<file path="src/rtl/serial_adder_pkg.sv">
// -----------------------------------------------------------------------------
// serial_adder_pkg
// Shared definitions for the bit-serial adder controller:
//   - state_t   : 2-bit controller state encoding (IDLE/SHIFT/DONE; 3 unused)
//   - cnt_width : width of a counter that can hold the values 0..width
// -----------------------------------------------------------------------------
`timescale 1ns/1ps
package serial_adder_pkg;

  typedef enum logic [1:0] {
    S_IDLE  = 2'd0,
    S_SHIFT = 2'd1,
    S_DONE  = 2'd2
  } state_t;

  function automatic int cnt_width(input int width);
    return $clog2(width + 1);
  endfunction

endpackage

</file>
<file path="src/rtl/full_adder.sv">
// -----------------------------------------------------------------------------
// full_adder
// Single-bit full adder cell.
// Ports:
//   i_a, i_b   : addend bits
//   i_carry    : carry-in
//   o_sum      : sum bit
//   o_carry    : carry-out
// -----------------------------------------------------------------------------
`timescale 1ns/1ps
module full_adder (
  input  logic i_a,
  input  logic i_b,
  input  logic i_carry,
  output logic o_sum,
  output logic o_carry
);

  assign o_sum   = i_a ^ i_b ^ i_carry;
  assign o_carry = (i_a & i_b) | (i_carry & (i_a ^ i_b));

endmodule

</file>
<file path="src/rtl/serial_adder_ctrl.sv">
// -----------------------------------------------------------------------------
// serial_adder_ctrl
// Bit-serial adder: accepts two WIDTH-bit operands plus carry-in over a
// valid/ready handshake, adds them LSB first through one full_adder (one bit
// per clock, carry held in a register), and returns the WIDTH-bit sum and the
// carry-out over a second valid/ready handshake.
// Ports:
//   i_clk, i_rst_n       : clock, asynchronous active-low reset
//   i_valid / o_ready    : operand handshake (o_ready only in IDLE)
//   i_a, i_b, i_carry    : operands, sampled only at the accept edge
//   o_valid / i_ready    : result handshake (o_valid held until consumed)
//   o_sum, o_carry       : registered result, held after consumption
// -----------------------------------------------------------------------------
`timescale 1ns/1ps
module serial_adder_ctrl
  import serial_adder_pkg::*;
#(
  parameter int WIDTH = 8,
  parameter int CNT_W = cnt_width(WIDTH)
) (
  input  logic             i_clk,
  input  logic             i_rst_n,
  input  logic             i_valid,
  output logic             o_ready,
  input  logic [WIDTH-1:0] i_a,
  input  logic [WIDTH-1:0] i_b,
  input  logic             i_carry,
  output logic             o_valid,
  input  logic             i_ready,
  output logic [WIDTH-1:0] o_sum,
  output logic             o_carry
);

  state_t           r_state;
  state_t           w_state_nxt;
  logic [WIDTH-1:0] r_a;
  logic [WIDTH-1:0] r_b;
  logic [WIDTH-1:0] r_sum_sr;
  logic [WIDTH-1:0] r_sum;
  logic             r_carry;
  logic             r_cout;
  logic [CNT_W-1:0] r_cnt;

  logic             w_fa_sum;
  logic             w_fa_carry;
  logic             w_accept;
  logic             w_last;
  logic [WIDTH-1:0] w_sum_next;

  full_adder u_full_adder (
    .i_a     (r_a[0]),
    .i_b     (r_b[0]),
    .i_carry (r_carry),
    .o_sum   (w_fa_sum),
    .o_carry (w_fa_carry)
  );

  // Handshake outputs come from the state register only: no input-to-output
  // combinational path.
  assign o_ready  = (r_state == S_IDLE);
  assign o_valid  = (r_state == S_DONE);
  assign w_accept = i_valid && (r_state == S_IDLE);
  assign w_last   = (r_cnt == CNT_W'(WIDTH - 1));

  // New sum bit enters at the MSB; after WIDTH shifts the first (LSB) bit has
  // reached bit 0. The shift-then-truncate form also covers WIDTH=1.
  assign w_sum_next = WIDTH'({w_fa_sum, r_sum_sr} >> 1);

  // NOTE: every signal written in a combinational block gets a default first,
  // so no path leaves it unassigned and no latch is inferred.
  always_comb begin
    w_state_nxt = r_state;
    case (r_state)
      S_IDLE:  if (i_valid) w_state_nxt = S_SHIFT;
      S_SHIFT: if (w_last)  w_state_nxt = S_DONE;
      S_DONE:  if (i_ready) w_state_nxt = S_IDLE;
      default:              w_state_nxt = S_IDLE;  // encoding 3 recovers
    endcase
  end

  // NOTE: state flops use non-blocking assignments so every register samples
  // the values from before the edge, independent of statement order.
  always_ff @(posedge i_clk or negedge i_rst_n) begin
    if (!i_rst_n) r_state <= S_IDLE;
    else          r_state <= w_state_nxt;
  end

  always_ff @(posedge i_clk or negedge i_rst_n) begin
    if (!i_rst_n) begin
      r_a      <= '0;
      r_b      <= '0;
      r_sum_sr <= '0;
      r_sum    <= '0;
      r_carry  <= 1'b0;
      r_cout   <= 1'b0;
      r_cnt    <= '0;
    end else if (w_accept) begin
      r_a     <= i_a;
      r_b     <= i_b;
      r_carry <= i_carry;
      r_cnt   <= '0;
    end else if (r_state == S_SHIFT) begin
      r_sum_sr <= w_sum_next;
      r_carry  <= w_fa_carry;
      r_a      <= r_a >> 1;
      r_b      <= r_b >> 1;
      r_cnt    <= r_cnt + CNT_W'(1);
      if (w_last) begin
        r_sum  <= w_sum_next;
        r_cout <= w_fa_carry;
      end
    end
  end

  assign o_sum   = r_sum;
  assign o_carry = r_cout;

endmodule
</file>
<file path="config.mk">
export PLATFORM = sky130hd
export DESIGN_NAME = serial_adder_ctrl
export DESIGN_NICKNAME = d
export VERILOG_FILES = /design/src/rtl/serial_adder_pkg.sv /design/src/rtl/full_adder.sv /design/src/rtl/serial_adder_ctrl.sv
export SDC_FILE = /design/constraint.sdc
export NUM_CORES = 1
export LEC_CHECK = 0
export CAP_MARGIN = 20
export CORE_MARGIN = 5
export CORE_UTILIZATION = 51
export CTS_CLUSTER_DIAMETER = 40
export DETAILED_ROUTE_END_ITERATION = 10
export GPL_TIMING_DRIVEN = 0
export MAX_ROUTING_LAYER = met4
export PLACE_DENSITY = 0.78
export SYNTH_ARGS = -nofsm -noshare
export SYNTH_HDL_FRONTEND = slang
export SYNTH_SLANG_ARGS = --single-unit
</file>
<file path="constraint.sdc">
create_clock -name i_clk -period 1.9 [get_ports i_clk]
set_input_delay 0.57 -clock i_clk [delete_from_list [all_inputs] [get_ports i_clk]]
set_output_delay 0.57 -clock i_clk [all_outputs]
set_load 0.01 [all_outputs]
</file>
==> summary.txt, run 1 <==
Pwr
  • Peak VDD IR: 0.6437 mV
  • Power share of the sequential group: roughly two fifths
  • Power density normalized to cell area: 1622 mW/mm^2
  • Switching share of total power: 35.44%
  • Power share of the clock group: 16.5%
  • Static leakage power: 1.039 nW
  • Int Pwr: 0.002269 W
  • Net Switching: 0.001245 W
  • Part of the total power dissipated in combinational logic: 41.6%

Layout
  • Final non-filler cell area: 0.002167 sq mm
  • Final core area utilization: 65.98%
  • Area growth, synth to finish: 27.63%
  • Share of cells above drive strength 1: 16.35%
  • Most common cell after layout, fill and taps aside: nand2_1
  • Number of fill cells: between 200 and 300
  • Area of combinational cells with multiple inputs: 629.4 sq um
  • Net count, final: 230
  • Highest-count cells in the layout ignoring fill and taps: nand2_1, dfrtp_1, clkdlybuf4s50_1
  • Post-route insts no fill: 254
  • Ant. Diodes: 0
  • Area of all sequential standard cells: 975.9 sq um

Critical path
  • Endpoint arrival time on the critical path: 1.26 ns
  • Category of the most critical setup path: flop to output port
  • Delay contributed by the slowest stage of the critical path: 0.54 ns
  • Crit path launch type: flop
  • Reg2reg path depth: 6
  • Kind of capture point of the worst setup path: output port
  • FF-to-FF End: r_a[2]$_DFFE_PN0P_
  • Cell at the slowest stage of the critical path: clkdlybuf4s50_1
  • Slack of the worst reg-to-reg path: 0.24 ns
  • Launch point of the critical path: o_sum[2]$_DFFE_PN0P_
  • Ordered list of cells on the worst path: clkdlybuf4s50_1
  • Stages on the worst setup path: 1
  • Data required time of the worst path: 1.33 ns
  • Beginning of the worst register-to-register path: r_state[0]$_DFFE_PN0P_
  • Largest fanout on the critical path: 2
  • Crit path buffers/inverters: 1
  • Cell family contributing the most delay on the critical path: buffers and inverters
  • Last element of the critical path: o_sum[2]

Place
  • Cell count after placement: 243
  • Pre-CTS setup slack: -0.2006 ns
  • Placed instance area: 0.002061 sq mm
  • Detail Placement HPWL: between 2000 and 2500 um
  • Placer's final routability congestion estimate: 0.8010
  • Number of port buffers: 31

Clock network
  • Worst-Skew Late Latency: between 0.3 and 0.4 ns
  • Clock slew at reported path FFs: 0.11 ns
  • Clk buf depth: 2
  • CTS tree: done
  • Clock root buffer: clkbuf_4
  • Inserted Clock Buffers: 5
  • Total number of clock tree sinks: 39
  • Hold_buf cts: 0
  • CTS H-tree lvls: 2

Global routing
  • Overall overflow remaining after global route: 0
  • Maximum number of pins on one net before global-route repair: 40
  • Overall track demand over capacity in global routing: 18.17%
  • Vias in the first global route: approximately 1400
  • First-pass GRT wire length: around 6000 um
  • Antenna violations before repair: 0

Routing
  • Post-DR wirelength/cell: 13.83 um
  • Total via count in the routed design: 1338
  • Number of vias per cell after detailed routing: 5.268
  • Starting DRT DRC Count: 115
  • Number of optimization iterations in the first detailed-route pass: 4
  • Number of remaining DRC errors: 0
  • Routed Antenna Nets: 0
  • Wirelength, routed: 3512 um

Job
  • Maximum capacitance violations: 0

Floorplanning
  • Horiz. Die Dim: between 60 and 70 um
  • Die H: 67.70 um
  • Die ar.: approximately 0.0046 sq mm
  • Std cell rows: 21
  • Core area: 0.003284 sq mm
  • Initial core utilization: 51.70%
  • Count of boundary I/O pins: 32

Timing
  • Time the worst path needs with I/O delays and setup: 1.830 ns
  • Actual transition at the worst max-transition pin: 0.8601 ns
  • Count of endpoints failing hold in the final timing report: 0
  • Final Slew Violations: 0
  • Final worst clock skew: 0.006933 ns
  • Max Clk Rate: 546.6 MHz
  • Worst setup slack after layout: 0.07035 ns
  • Setup repair after global routing missed its margin: no
  • Total negative slack: 0 ns
  • Final cycle utilization of the critical path: 96.30%
  • Setup violators final: 0
  • Normalized max-slew margin: 42.66%

Synth
  • Count of distinct cell types in the synthesized netlist: 26
  • Average footprint of a synthesized cell: 10.23 sq um
  • Count of warnings emitted by yosys: 0
  • Synthesized net count: 189
  • Post-synthesis cell area: 0.001698 sq mm
  • Sequential element share of the synthesized area: 57.48%
  • Gate count after technology mapping: 166
  • Total of flip-flops plus latches after synthesis: 39

Run status
  • Status: finished clean

Hold path
  • Worst Hold Class: input port to async pin
## kinds of logic after synthesis
logic type      after synthesis  share of synthesized area [%]
compound gates               19                          7.148
flops                        39                          57.48
fa+ha+maj                     2                          1.916
simple gates                 84                          21.44
buf+inv                      12                          5.453
mux                          10                          6.559
## cells in the mapped netlist, drive strengths merged
cell type,number,area share [%]
a21o,1,0.44
a22oi,4,1.8
a31oi,11,4.1
and3b,1,0.52
and4b,1,0.59
buf,11,5.2
dfrtp,39,57
fa,1,1.2
ha,1,0.74
inv,1,0.22
mux2,9,6.0
mux2i,1,0.59
nand2,54,12
nand3,9,2.7
nand3b,1,0.44
nand4,1,0.37
nor2,12,2.7
nor2b,2,0.88
nor3b,1,0.44
o21ai,3,0.88
or2b,1,0.44
or3b,1,0.52
## layout make-up
cell class	count	area share, %
sequential	39	45.03
multi-input combinational	115	29.04
timing repair buffer	34	15.01
buffer	11	4.099
tap	46	2.656
clock buffer	6	2.367
clock inverter	2	1.617
inverter	1	0.1732
## per-layer routing
| layer | part of all wire [%] | track usage [%] | wire length (um) | vias to the layer above |
|---|---|---|---|---|
| met5 | 0 | - | 0 | - |
| met4 | 2.0 | 7.595 | 69 | 0 |
| li1 | - | - | - | 635 |
| met2 | 50 | 30.26 | 1768 | 41 |
| met1 | 43 | 21.11 | 1510 | 654 |
| met3 | 4.7 | 3.993 | 164 | 8 |
## how the worst min path moves through the flow
stage / cells after the start / endpoint / slack, ns / from
floorplan: 0 / o_carry$_DFFE_PN0P_ / 0.27 / i_rst_n
global placement: 2 / r_sum_sr[1]$_DFFE_PN0P_ / 0.46 / r_sum_sr[1]$_DFFE_PN0P_
detailed placement: 2 / r_a[7]$_DFFE_PN0P_ / 0.49 / r_a[7]$_DFFE_PN0P_
CTS: 1 / r_sum_sr[2]$_DFFE_PN0P_ / 0.33 / i_rst_n
global route: 1 / r_sum_sr[1]$_DFFE_PN0P_ / 0.38 / i_rst_n
finish: 1 / o_sum[1]$_DFFE_PN0P_ / 0.31 / i_rst_n
## repair_timing
item,4_1_cts,5_1_grt
resized for setup,2,0
setup buffers,3,0
endpoints found under the setup margin,2,0
## stage by stage
step / total power [W] / hold slack (ns)
floorplan: 0.002386 / 0.2744
global placement: 0.002842 / 0.4591
detailed placement: 0.002927 / 0.4901
CTS: 0.003542 / 0.3281
global route: 0.003787 / 0.3811
finish: 0.003514 / 0.3130
## power groups by stage
stage                     logic, W  clock network [W]  registers, W
after detailed placement   0.00143                  0       0.00150
after CTS                  0.00148           0.000596       0.00147
final                      0.00146           0.000581       0.00147
after floorplan           0.000906                  0       0.00148
after global routing       0.00164           0.000630       0.00152
after global placement     0.00137                  0       0.00147
## registers in the layout, summed over array words and instances, names as in the netlist
register / flops
r_b: 8
r_cnt: 4
r_a: 8
o_carry: 1
r_carry: 1
o_sum: 8
r_state: 2
r_sum_sr: 7
Power figures use the tool's default switching activity.
==> run 2: changes to the inputs <==
Settings changed: HOLD_SLACK_MARGIN from default to 0.12.
==> results of run 2 <==
No change in the layout: final DEF, timing and power equal those of run 1.
==> run 3: changes to the inputs <==
Settings changed: CORE_UTILIZATION 51 to 55, DONT_BUFFER_PORTS from default to 1, GPL_TIMING_DRIVEN 0 to default, PLACE_DENSITY 0.78 to 0.7.
==> run 3 against run 2 <==
  * Global-route usage shrank 2.3 points
  * Sequential share of layout area grew 11 points
  * Die area shrank 6.2%
  * Highest routed layer unchanged
  * Largest power group unchanged
  * Wire length shrank 14%
==> summary.txt, run 3 (synthesis results as in run 1) <==
Run status
  • Status: finished clean

Global routing
  • Overall track demand over capacity in global routing: 15.85% (-2.3 points)
  • Maximum number of pins on one net before global-route repair: 40 (unchanged)
  • Vias in the first global route: 1146 (-18%)
  • Overall overflow remaining after global route: 0 (unchanged)
  • Antenna violations before repair: 0 (unchanged)
  • First-pass GRT wire length: 5057 um (-16%)

Routing
  • Wirelength, routed: 3015 um (-14%)
  • Number of optimization iterations in the first detailed-route pass: 4 (unchanged)
  • Routed Antenna Nets: 0 (unchanged)
  • Starting DRT DRC Count: 60 (-48%)
  • Number of vias per cell after detailed routing: 5.821 (+11%)
  • Post-DR wirelength/cell: 15.00 um (+8.5%)
  • Number of remaining DRC errors: 0 (unchanged)
  • Total via count in the routed design: 1170 (-13%)

Timing
  • Time the worst path needs with I/O delays and setup: 1.667 ns (-0.1628 ns)
  • Setup violators final: 0 (unchanged)
  • Count of endpoints failing hold in the final timing report: 0 (unchanged)
  • Setup repair after global routing missed its margin: no
  • Max Clk Rate: 599.9 MHz (+9.8%)
  • Final worst clock skew: 0.002384 ns (-0.004550 ns)
  • Final cycle utilization of the critical path: 87.73% (-8.6 points)
  • Actual transition at the worst max-transition pin: 0.6206 ns (-0.2394 ns)
  • Total negative slack: 0 ns (unchanged)
  • Normalized max-slew margin: 58.62% (+16 points)
  • Final-layout worst hold slack: 0.3461 ns (+0.03310 ns)
  • Final Slew Violations: 0 (unchanged)

Critical path
  • Crit path buffers/inverters: 0 (-1)
  • Cell at the slowest stage of the critical path: dfrtp_1
  • Kind of capture point of the worst setup path: output port
  • Endpoint arrival time on the critical path: 1.10 ns (-0.16 ns)
  • Delay contributed by the slowest stage of the critical path: 0.46 ns (-0.08 ns)
  • Ordered list of cells on the worst path: nor2b_1
  • Data required time of the worst path: 1.33 ns (about the same)
  • Crit path launch type: flop
  • Largest fanout on the critical path: 7 (+5)
  • Cell family contributing the most delay on the critical path: flip-flops
  • Category of the most critical setup path: flop to output port

Place
  • Number of port buffers: 0 (-100%)
  • Placer's final routability congestion estimate: 0.7434 (-7.2%)
  • Placed instance area: 0.001673 sq mm (-19%)
  • Detail Placement HPWL: 1992 um (-17%)
  • Cell count after placement: 191 (-21%)

Clock network
  • Post-cts resize count: 0 (-2)
  • CTS H-tree lvls: 2 (unchanged)
  • CTS tree: done
  • Post-CTS setup-driven buffer insertion count: 0 (-3)
  • Hold_buf cts: 2 (+2)
  • Clock slew at reported path FFs: 0.11 ns (about the same)
  • Inserted Clock Buffers: 5 (unchanged)
  • Worst-Skew Late Latency: 0.33 ns (-0.02 ns)
  • Clk buf depth: 2 (unchanged)
  • Clock root buffer: clkbuf_4
  • Total number of clock tree sinks: 39 (unchanged)

Pwr
  • Peak VDD IR: 0.6265 mV (-2.7%)
  • Static leakage power: 0.8514 nW (-18%)
  • Power density normalized to cell area: 1678 mW/mm^2 (+3.5%)
  • Total design power: 0.002941 W (-16%)

Job
  • Maximum capacitance violations: 0 (unchanged)

Floorplanning
  • Die H: 65.56 um (-3.2%)
  • Std cell rows: 20 (-4.8%)
  • Horiz. Die Dim: 65.56 um (-3.2%)
  • Die ar.: 0.004298 sq mm (-6.2%)
  • Core area: 0.003003 sq mm (-8.6%)
  • Count of boundary I/O pins: 32 (unchanged)
  • Initial core utilization: 56.54% (+4.8 points)

Layout
  • Share of cells above drive strength 1: 12.50% (-3.8 points)
  • Area of combinational cells with multiple inputs: 629.4 sq um (unchanged)
  • Most common cell after layout, fill and taps aside: nand2_1
  • Post-route insts no fill: 201 (-21%)
  • Number of fill cells: 261 (-4.0%)
  • Net count, final: 190 (-17%)
  • Ant. Diodes: 0 (unchanged)
  • Area growth, synth to finish: 3.242%
  • Final non-filler cell area: 0.001753 sq mm (-19%)
  • Area of all sequential standard cells: 975.9 sq um (unchanged)
  • Highest-count cells in the layout ignoring fill and taps: nand2_1, dfrtp_1, nor2_1

Hold path
  • Worst Hold Class: input port to flop
==> run 3: stage by stage <==
stage / setup slack (ns) / util [%]
4_1_cts: 0.2165 / 58.38
6_report: 0.2331 / 58.38
3_3_place_gp: 0.2393 / 55.71
3_5_place_dp: 0.2111 / 55.71
5_1_grt: 0.1294 / 58.38
2_1_floorplan: 0.3625 / -
==> run 3: layer usage <==
metal | vias to the layer above | global-route usage [%] | wire [um]
met5 | - | - | 0
met4 | 0 | 5.440 | 28
met3 | 4 | 4.957 | 190
met2 | 46 | 26.42 | 1493
met1 | 562 | 18.11 | 1302
li1 | 558 | - | -
==> run 3: power breakdown <==
part | switching [W] | total [W] | leakage (nW) | internal (W)
registers | 0.000317 | 0.00154 | 0.482 | 0.00123
clock network | 0.000245 | 0.000390 | 0.0293 | 0.000144
logic | 0.000569 | 0.00101 | 0.340 | 0.000438
total | 0.00113 | 0.00294 | 0.851 | 0.00181
==> run 3: final timing paths <==
| check | start | endpoint | slack, ns | cells after the start |
|---|---|---|---|---|
| worst max-delay path | r_state[1]$_DFFE_PN0P_ | o_valid | 0.23 | 1 |
| worst min-delay path | i_a[7] | r_a[7]$_DFFE_PN0P_ | 0.35 | 2 |
| worst max register to register | r_cnt[0]$_DFFE_PN0P_ | o_carry$_DFFE_PN0P_ | 0.27 | 3 |
| worst min register to register | r_sum_sr[1]$_DFFE_PN0P_ | r_sum_sr[1]$_DFFE_PN0P_ | 0.49 | 2 |
| max in group asynchronous | i_rst_n | r_cnt[1]$_DFFE_PN0P_ | 1.02 | 2 |
| min in group asynchronous | i_rst_n | r_sum_sr[1]$_DFFE_PN0P_ | 0.69 | 2 |
==> run 3: cell type report <==
cell class                      instances  area share [%]
Sequential cell                        39           55.67
Multi-Input combinational cell        115           35.90
Timing Repair Buffer                    5           2.998
Clock buffer                            7           2.570
Tap cell                               33           2.355
Clock inverter                          1          0.2855
Inverter                                1          0.2141
